`src/rtl/estimate_seq.sv`:
```
// estimate_seq
// Command sequencer for the binarized-CNN estimate array. For every output pixel it
// drives the array's com/addr/data bus through ini, POOL groups of NACC acc steps each
// followed by one pool step, then norm and activ. It captures the array's activ result
// into a single-entry output register that is drained over a valid/ready stream.
//
// Ports:
//   clk, reset            clock and synchronous active-high reset
//   start, num_pix        begin a run of num_pix output pixels (sampled only in IDLE)
//   busy, done            run in progress / one-cycle completion pulse
//   in_data/valid/ready   input feature word stream, one word per acc step
//   com, addr, data       registered array command bus (7 = nop)
//   activ                 array result, valid ACT_LAT cycles after com=4 is on the bus
//   out_data/valid/ready  captured activation word stream
module estimate_seq #(
    parameter int NACC      = 9,
    parameter int POOL      = 4,
    parameter int W_BASE    = 0,
    parameter int NORM_ADDR = 9,
    parameter int ACT_LAT   = 3
) (
    input  logic        clk,
    input  logic        reset,
    input  logic        start,
    input  logic [15:0] num_pix,
    output logic        busy,
    output logic        done,
    input  logic [63:0] in_data,
    input  logic        in_valid,
    output logic        in_ready,
    output logic [2:0]  com,
    output logic [15:0] addr,
    output logic [63:0] data,
    input  logic [63:0] activ,
    output logic [63:0] out_data,
    output logic        out_valid,
    input  logic        out_ready
);

    localparam logic [2:0] COM_INI   = 3'd0;
    localparam logic [2:0] COM_ACC   = 3'd1;
    localparam logic [2:0] COM_POOL  = 3'd2;
    localparam logic [2:0] COM_NORM  = 3'd3;
    localparam logic [2:0] COM_ACTIV = 3'd4;
    localparam logic [2:0] COM_NOP   = 3'd7;

    typedef enum logic [2:0] {
        S_IDLE,
        S_INI,
        S_ACC,
        S_POOL,
        S_NORM,
        S_ACTIV,
        S_WAIT
    } state_t;

    state_t      state;
    logic [15:0] k;
    logic [15:0] p;
    logic [15:0] lat;
    logic [15:0] pix;
    logic [15:0] num_pix_q;

    // Input words are only taken while accumulating.
    assign in_ready = (state == S_ACC);

    always_ff @(posedge clk) begin
        if (reset) begin
            state     <= S_IDLE;
            com       <= COM_NOP;
            addr      <= '0;
            data      <= '0;
            busy      <= 1'b0;
            done      <= 1'b0;
            out_data  <= '0;
            out_valid <= 1'b0;
            k         <= '0;
            p         <= '0;
            lat       <= '0;
            pix       <= '0;
            num_pix_q <= '0;
        end else begin
            // Bus idles as nop with zero addr/data unless a state issues a command.
            com  <= COM_NOP;
            addr <= '0;
            data <= '0;
            done <= 1'b0;

            if (out_valid && out_ready)
                out_valid <= 1'b0;

            case (state)
                S_IDLE: begin
                    if (start) begin
                        num_pix_q <= num_pix;
                        pix       <= '0;
                        if (num_pix == 16'd0) begin
                            done <= 1'b1;
                        end else begin
                            busy  <= 1'b1;
                            state <= S_INI;
                        end
                    end
                end

                S_INI: begin
                    com   <= COM_INI;
                    k     <= '0;
                    p     <= '0;
                    state <= S_ACC;
                end

                S_ACC: begin
                    if (in_valid) begin
                        com  <= COM_ACC;
                        addr <= 16'(W_BASE) + k;
                        data <= in_data;
                        k    <= k + 16'd1;
                        if (k == 16'(NACC - 1))
                            state <= S_POOL;
                    end else begin
                        // Stall: nop on the bus, weight address held.
                        addr <= addr;
                    end
                end

                S_POOL: begin
                    com <= COM_POOL;
                    p   <= p + 16'd1;
                    k   <= '0;
                    if (p == 16'(POOL - 1))
                        state <= S_NORM;
                    else
                        state <= S_ACC;
                end

                S_NORM: begin
                    com   <= COM_NORM;
                    addr  <= 16'(NORM_ADDR);
                    state <= S_ACTIV;
                end

                // The output register has one entry, so a new activation may only be
                // requested once the previous one has been drained.
                S_ACTIV: begin
                    if (!out_valid) begin
                        com   <= COM_ACTIV;
                        addr  <= 16'(NORM_ADDR);
                        lat   <= '0;
                        state <= S_WAIT;
                    end
                end

                // lat counts the cycles since com=4 reached the bus; activ is valid
                // in the cycle where lat equals ACT_LAT.
                S_WAIT: begin
                    if (lat == 16'(ACT_LAT)) begin
                        out_data  <= activ;
                        out_valid <= 1'b1;
                        pix       <= pix + 16'd1;
                        if (pix + 16'd1 == num_pix_q) begin
                            done  <= 1'b1;
                            busy  <= 1'b0;
                            state <= S_IDLE;
                        end else begin
                            state <= S_INI;
                        end
                    end else begin
                        lat <= lat + 16'd1;
                    end
                end

                default: state <= S_IDLE;
            endcase
        end
    end

endmodule

```
`config.mk`:
```
export PLATFORM = sky130hd
export DESIGN_NAME = estimate_seq
export DESIGN_NICKNAME = d
export VERILOG_FILES = /design/src/rtl/estimate_seq.sv
export SDC_FILE = /design/constraint.sdc
export NUM_CORES = 1
export LEC_CHECK = 0
export ABC_AREA = 1
export BUFFER_PORTS_ARGS = -buffer_cell sky130_fd_sc_hd__buf_4
export CAP_MARGIN = 15
export CORE_ASPECT_RATIO = 2
export CORE_MARGIN = 4
export CORE_UTILIZATION = 51
export DETAILED_ROUTE_END_ITERATION = 8
export GPL_ROUTABILITY_DRIVEN = 1
export PLACE_DENSITY = 0.81
export REMOVE_ABC_BUFFERS = 1
export SLEW_MARGIN = 10
export SYNTH_ARGS = -nofsm -noshare
export SYNTH_HDL_FRONTEND = slang
export SYNTH_SLANG_ARGS = --single-unit
```
`constraint.sdc`:
```
create_clock -name clk -period 2.3 [get_ports clk]
set_input_delay 0 -clock clk [delete_from_list [all_inputs] [get_ports clk]]
set_output_delay 0 -clock clk [all_outputs]
set_load 0.005 [all_outputs]
```
# Word level (Yosys, flattened, before mapping)
# Cells that the tools add are included.
# op_classes
addsub	4
n_eq_ne	18
mux	37
n_bitwise	2
reduce_logical	16
# ops
operator	n
$pmux 16 s2	4
$mux 16	6
$add 16x1->16 const B	4
$pmux 16 s3	1
$eq 16x2->1 const B	2
$mux 3	8
$pmux 3 s7	1
$eq 16x16->1	1
$eq 16x4->1 const B	1
$logic_not 16->1	1
$pmux 3 s5	1
$ne 2x2->1 const B	7
$mux 1	12
$eq 3x3->1 const B	3
$reduce_bool 2->1	4
$eq 3x2->1 const B	2
$reduce_and 2->1	3
$reduce_and 3->1	2
$reduce_and 6->1	1
$reduce_and 5->1	1
$mux 4	1
$pmux 1 s2	2
$eq 3x1->1 const B	1
$logic_not 3->1	1
6 further kinds	7
# word_totals
ff_bits	233
in_bits	149
out_inout_bits	151
wordCells	90

# Longest topological paths before layout
# logic_depth
word_depth	5
ltp_mapped	14
mapped_depth_nobuf	14

# Worst setup path after synthesis
# Ideal clock, no wire load.
# synth_timing
kind	register to register
startpoint	register pix[0]
endpoint	register busy
setup_ns	0.117
arrival_time_ns	1.645
required_time_ns	2.183
path_slack_ns	0.538
stages_incl_launch_ff	15
path_buffers	0
period_less_slack_ns	1.762
path_cell_list	dfxtp_1 ha_1 nand3_1 nor2_1 nand2_1 nand2_1 nand2_1 nand2_1 nand2_1 nor2_1 nand2_1 nor2_1 nand4_1 nor2_1 nor2_1
# synth_between
elab_chain_len	4
# synth_lines
element	line	text
start: declaration	61	logic [15:0] pix;
start signal: assignment	160	pix <= pix + 16'd1;
$add 16x1->16	161	if (pix + 16'd1 == num_pix_q) begin
$eq 16x16->1	161	
$ne 2x2->1 (no line)	--	
$reduce_and 5->1 (no line)	--	
end signal: assignment	73	busy <= 1'b0;
end signal: assignment	100	busy <= 1'b1;
end signal: assignment	163	busy <= 1'b0;
end: declaration	26	output logic busy,
# Every way passes these cells.
# A chain may end at the register's enable or synchronous reset.

# Worst setup path in the final report
# layout_timing
startpoint	register k[0]
endpoint	register state[2]
# layout_between
elab_chain_len	3
# layout_lines
element	line	text
start: declaration	58	logic [15:0] k;
start signal: assignment	118	k <= k + 16'd1;
$eq 16x4->1	119	if (k == 16'(NACC - 1))
$ne 2x1->1 (no line)	--	
$reduce_and 6->1 (no line)	--	
end signal: assignment	120	state <= S_POOL;
end signal: assignment	132	state <= S_NORM;
end signal: assignment	134	state <= S_ACC;
end: declaration	57	state_t state;
# Every way passes these cells.

==> flow_summary_export.csv <==
group,metric,value,unit
run_status,status,"completed",
layout,final_cells,1953,
route,num_vias,10550,
clock_tree,postCtsSetupRepairBufs,0,
timing,fmax,467.5,MHz
timing,slew_violations,0,
timing,setup_viol_count_final,0,
setup_path,crit_path_end_kind,"flip-flop",
global_routing,track_usage,32.16,%
layout,multiInputGateArea,3933,um2
pwr,comb_power_share,20.7,%
setup_path,r2r_cells,11,
pwr,power.density,745.2,nW/um2
timing,rsz0062_at_grt,"no",
route,drc,0,
pwr,p_int,7.461,mW
global_routing,grt_max_degree,68,
layout,drive_gt1_share,22.20,%
setup_path,critical_path_class,"reg2reg",
placed_design,dp_hpwl,21350,um
global_routing,grt_pass1_vias,10880,
layout,area_growth,50.84,%
synth,synth_cell_type_count,43,
placed_design,dp.cells,1760,
setup_path,arrival,2520,ps
worst_hold_path,min-delay-start,"activ[45]",
layout,fin_nets,1872,
timing,finalCritPeriodShare,93.00,%
clock_tree,clock_path_buffers,3,
setup_path,cp.required,2680,ps
floorplanning,core_area,18220,um2
job,max-cap-violations,0,
synth,yosysWarnings,0,
floorplanning,placementRows,70,
floorplanning,die_w,104.1,um
clock_tree,cts_tree,"built",
global_routing,antenna_found_initial,4,
clock_tree,cts-htree-levels,1,
timing,fin_crit,2139,ps
timing,relSlewSlack,56.68,%
pwr,p_clk_share,36.8,%
route,detail-route-antenna-nets,0,
layout,regArea,4664,um2
worst_hold_path,hp-class,"in2reg",
setup_path,timing.rr.end,"state[2]",
pwr,switching_share,29.55,%
clock_tree,path_clk_slew,70,ps
placed_design,finalWeightedCongestion,0.9132,
global_routing,grt_pass1_wl,54800,um
route,first_iter_violations,638,
synth,synth_edf_count,0,
clock_tree,cts_buffers,22,
timing,finalHoldViolations,0,
layout,utilization,78.02,%
setup_path,timing.rr.start,"k[0]",
pwr,power_switching,3.130,mW
synth,async_flop_share,0,%
clock_tree,clkLatencyLatePin,520,ps
layout,fillers,1178,
setup_path,crit_path_max_fanout,6,
timing,final.setup_skew,16.87,ps
floorplanning,die_h,200.2,um
synth,synth_most_common_cell,"nor2_1",
synth,ys_seq_elements,233,
route,routed_wirelength,34810,um
setup_path,cp-start-kind,"flip-flop",
route,wl_per_cell,17.82,um
synth,seq_area_frac_synth,49.50,%
clock_tree,clock_sinks,233,
synth,yosys.area.top_type_share,49.50,%
pwr,p_leak,6.620,nW
floorplanning,start_util,51.72,%
setup_path,rrSetupSlack,160,ps
route,drt_pre_antenna_iters,5,
placed_design,io_buffers,299,
synth,synthTopCellsByCount,"nor2_1, dfxtp_1, nand2_1",
pwr,p_seq_share,42.5,%
floorplanning,fp.dieArea,20850,um2
synth,netlist_area,9423,um2
pwr,irDropWorstVdd,0.0005446,V
route,viasPerCell,5.403,
synth,synth-main-ff-cell,"dfxtp_1",
global_routing,grt_overflow,0,
synth,yosys.area.top_type,"dfxtp_1",
floorplanning,num_io_pins,300,
worst_hold_path,hold-path-endpoint,"out_data[45]",
timing,worstMarginPinSlew,643.9,ps
worst_hold_path,min_path_cells,4,
synth,avgSynthCellArea,7.385,um2
clock_tree,clk_root_buffer_cell,"clkbuf_16",
synth,synth_cells,1276,
synth,synthTopCellsByArea,"dfxtp_1, nor2_1, nand2_1, inv_1, o21ai_0",
[registers in the layout, summed over array words and instances, names as in the netlist]
register / count
pix: 16
data: 64
lat: 16
num_pix_q: 16
out_data: 64
out_valid: 1
busy: 1
addr: 16
state: 3
done: 1
com: 3
k: 16
p: 16
[cell families after synthesis]
logic type                 synth area share, %
buffers and inverters                    8.897
adders and majority gates               0.6639
xor gates and xnor gates                0.9296
AOI/OAI and AO/OA                        12.22
DFF                                      49.50
and+or+nand+nor                          27.79
[power groups by stage]
stage | clock (mW) | combinational, mW | sequential [mW]
2_1_floorplan | 0 | 1.10 | 4.53
4_1_cts | 3.93 | 2.13 | 4.49
3_3_place_gp | 0 | 1.87 | 4.57
5_1_grt | 4.09 | 2.40 | 4.53
6_report | 3.89 | 2.19 | 4.50
3_5_place_dp | 0 | 1.91 | 4.57
[critical path, cell delays in order, from the launching register on]
cell	delay, ps
dfxtp_1	340
inv_1	210
ha_1	200
nand2_1	70
nor3_1	160
nand3_1	180
nand2_1	100
nand3_1	60
nor2_1	320
o21ai_0	170
o21ai_0	110
a21oi_1	80
[how the worst max path moves through the flow]
| stage | cells after the start | from | end |
|---|---|---|---|
| after floorplan | 3 | reset | addr[10] |
| after global placement | 9 | lat[0] | lat[2] |
| after detailed placement | 8 | lat[0] | lat[0] |
| after CTS | 8 | lat[0] | lat[0] |
| after global routing | 12 | pix[1] | busy |
| final | 11 | k[0] | state[2] |
[metal layers]
layer	track usage, %	vias up	wire [um]
li1	-	4996	-
met1	31.83	4872	11740
met2	60.54	524	18590
met3	6.192	161	2206
met4	19.69	0	2273
met5	0	-	0
[metrics by stage]
step	setup slack (ps)	cell area (um2)	hold WS (ps)	TNS, ps	power (mW)
2_1_floorplan	-783.0	9216	69.07	-103210	5.630
3_3_place_gp	221.0	11920	211.2	0	6.443
3_5_place_dp	94.86	11920	220.1	0	6.484
4_1_cts	58.71	14200	223.9	0	10.55
5_1_grt	27.11	14210	260.4	0	11.01
6_report	161.0	14210	237.1	0	10.59
[area by class of cell]
class	count	area share (%)
inverter	168	4.445
tap	216	1.901
sequential	233	32.82
timing repair buffer	466	27.69
antenna	3	0.05282
clock buffer	32	4.489
clock inverter	8	0.9331
multi-input combinational	827	27.67
[cell usage in the layout, fill, tap and decap left out, types with 4 or more instances in the layout]
cell type and instances:
dfxtp_1 233, nor3_1 26, buf_12 5, a22oi_1 6, nor2_4 6, or2_2 6
nand2_1 161, ha_1 5, nand3b_1 4, inv_2 8, clkbuf_16 22, a21oi_1 57
clkbuf_1 5, nand4_1 25, nor4_1 13, o21ai_1 5, nor2_1 262, a211oi_1 10
xor2_1 8, clkbuf_8 5, nand3_1 80, dlygate4sd3_1 150, o21ai_0 119, a31oi_1 4
buf_4 311, inv_1 159
[repair_timing]
item                                    4_1_cts  5_1_grt
gates resized for setup                       0        3
hold buffers                                150        0
endpoints found under the setup margin        0       13
endpoints found under the hold margin       157        0
No activity file was read; power rests on OpenSTA's default activity.
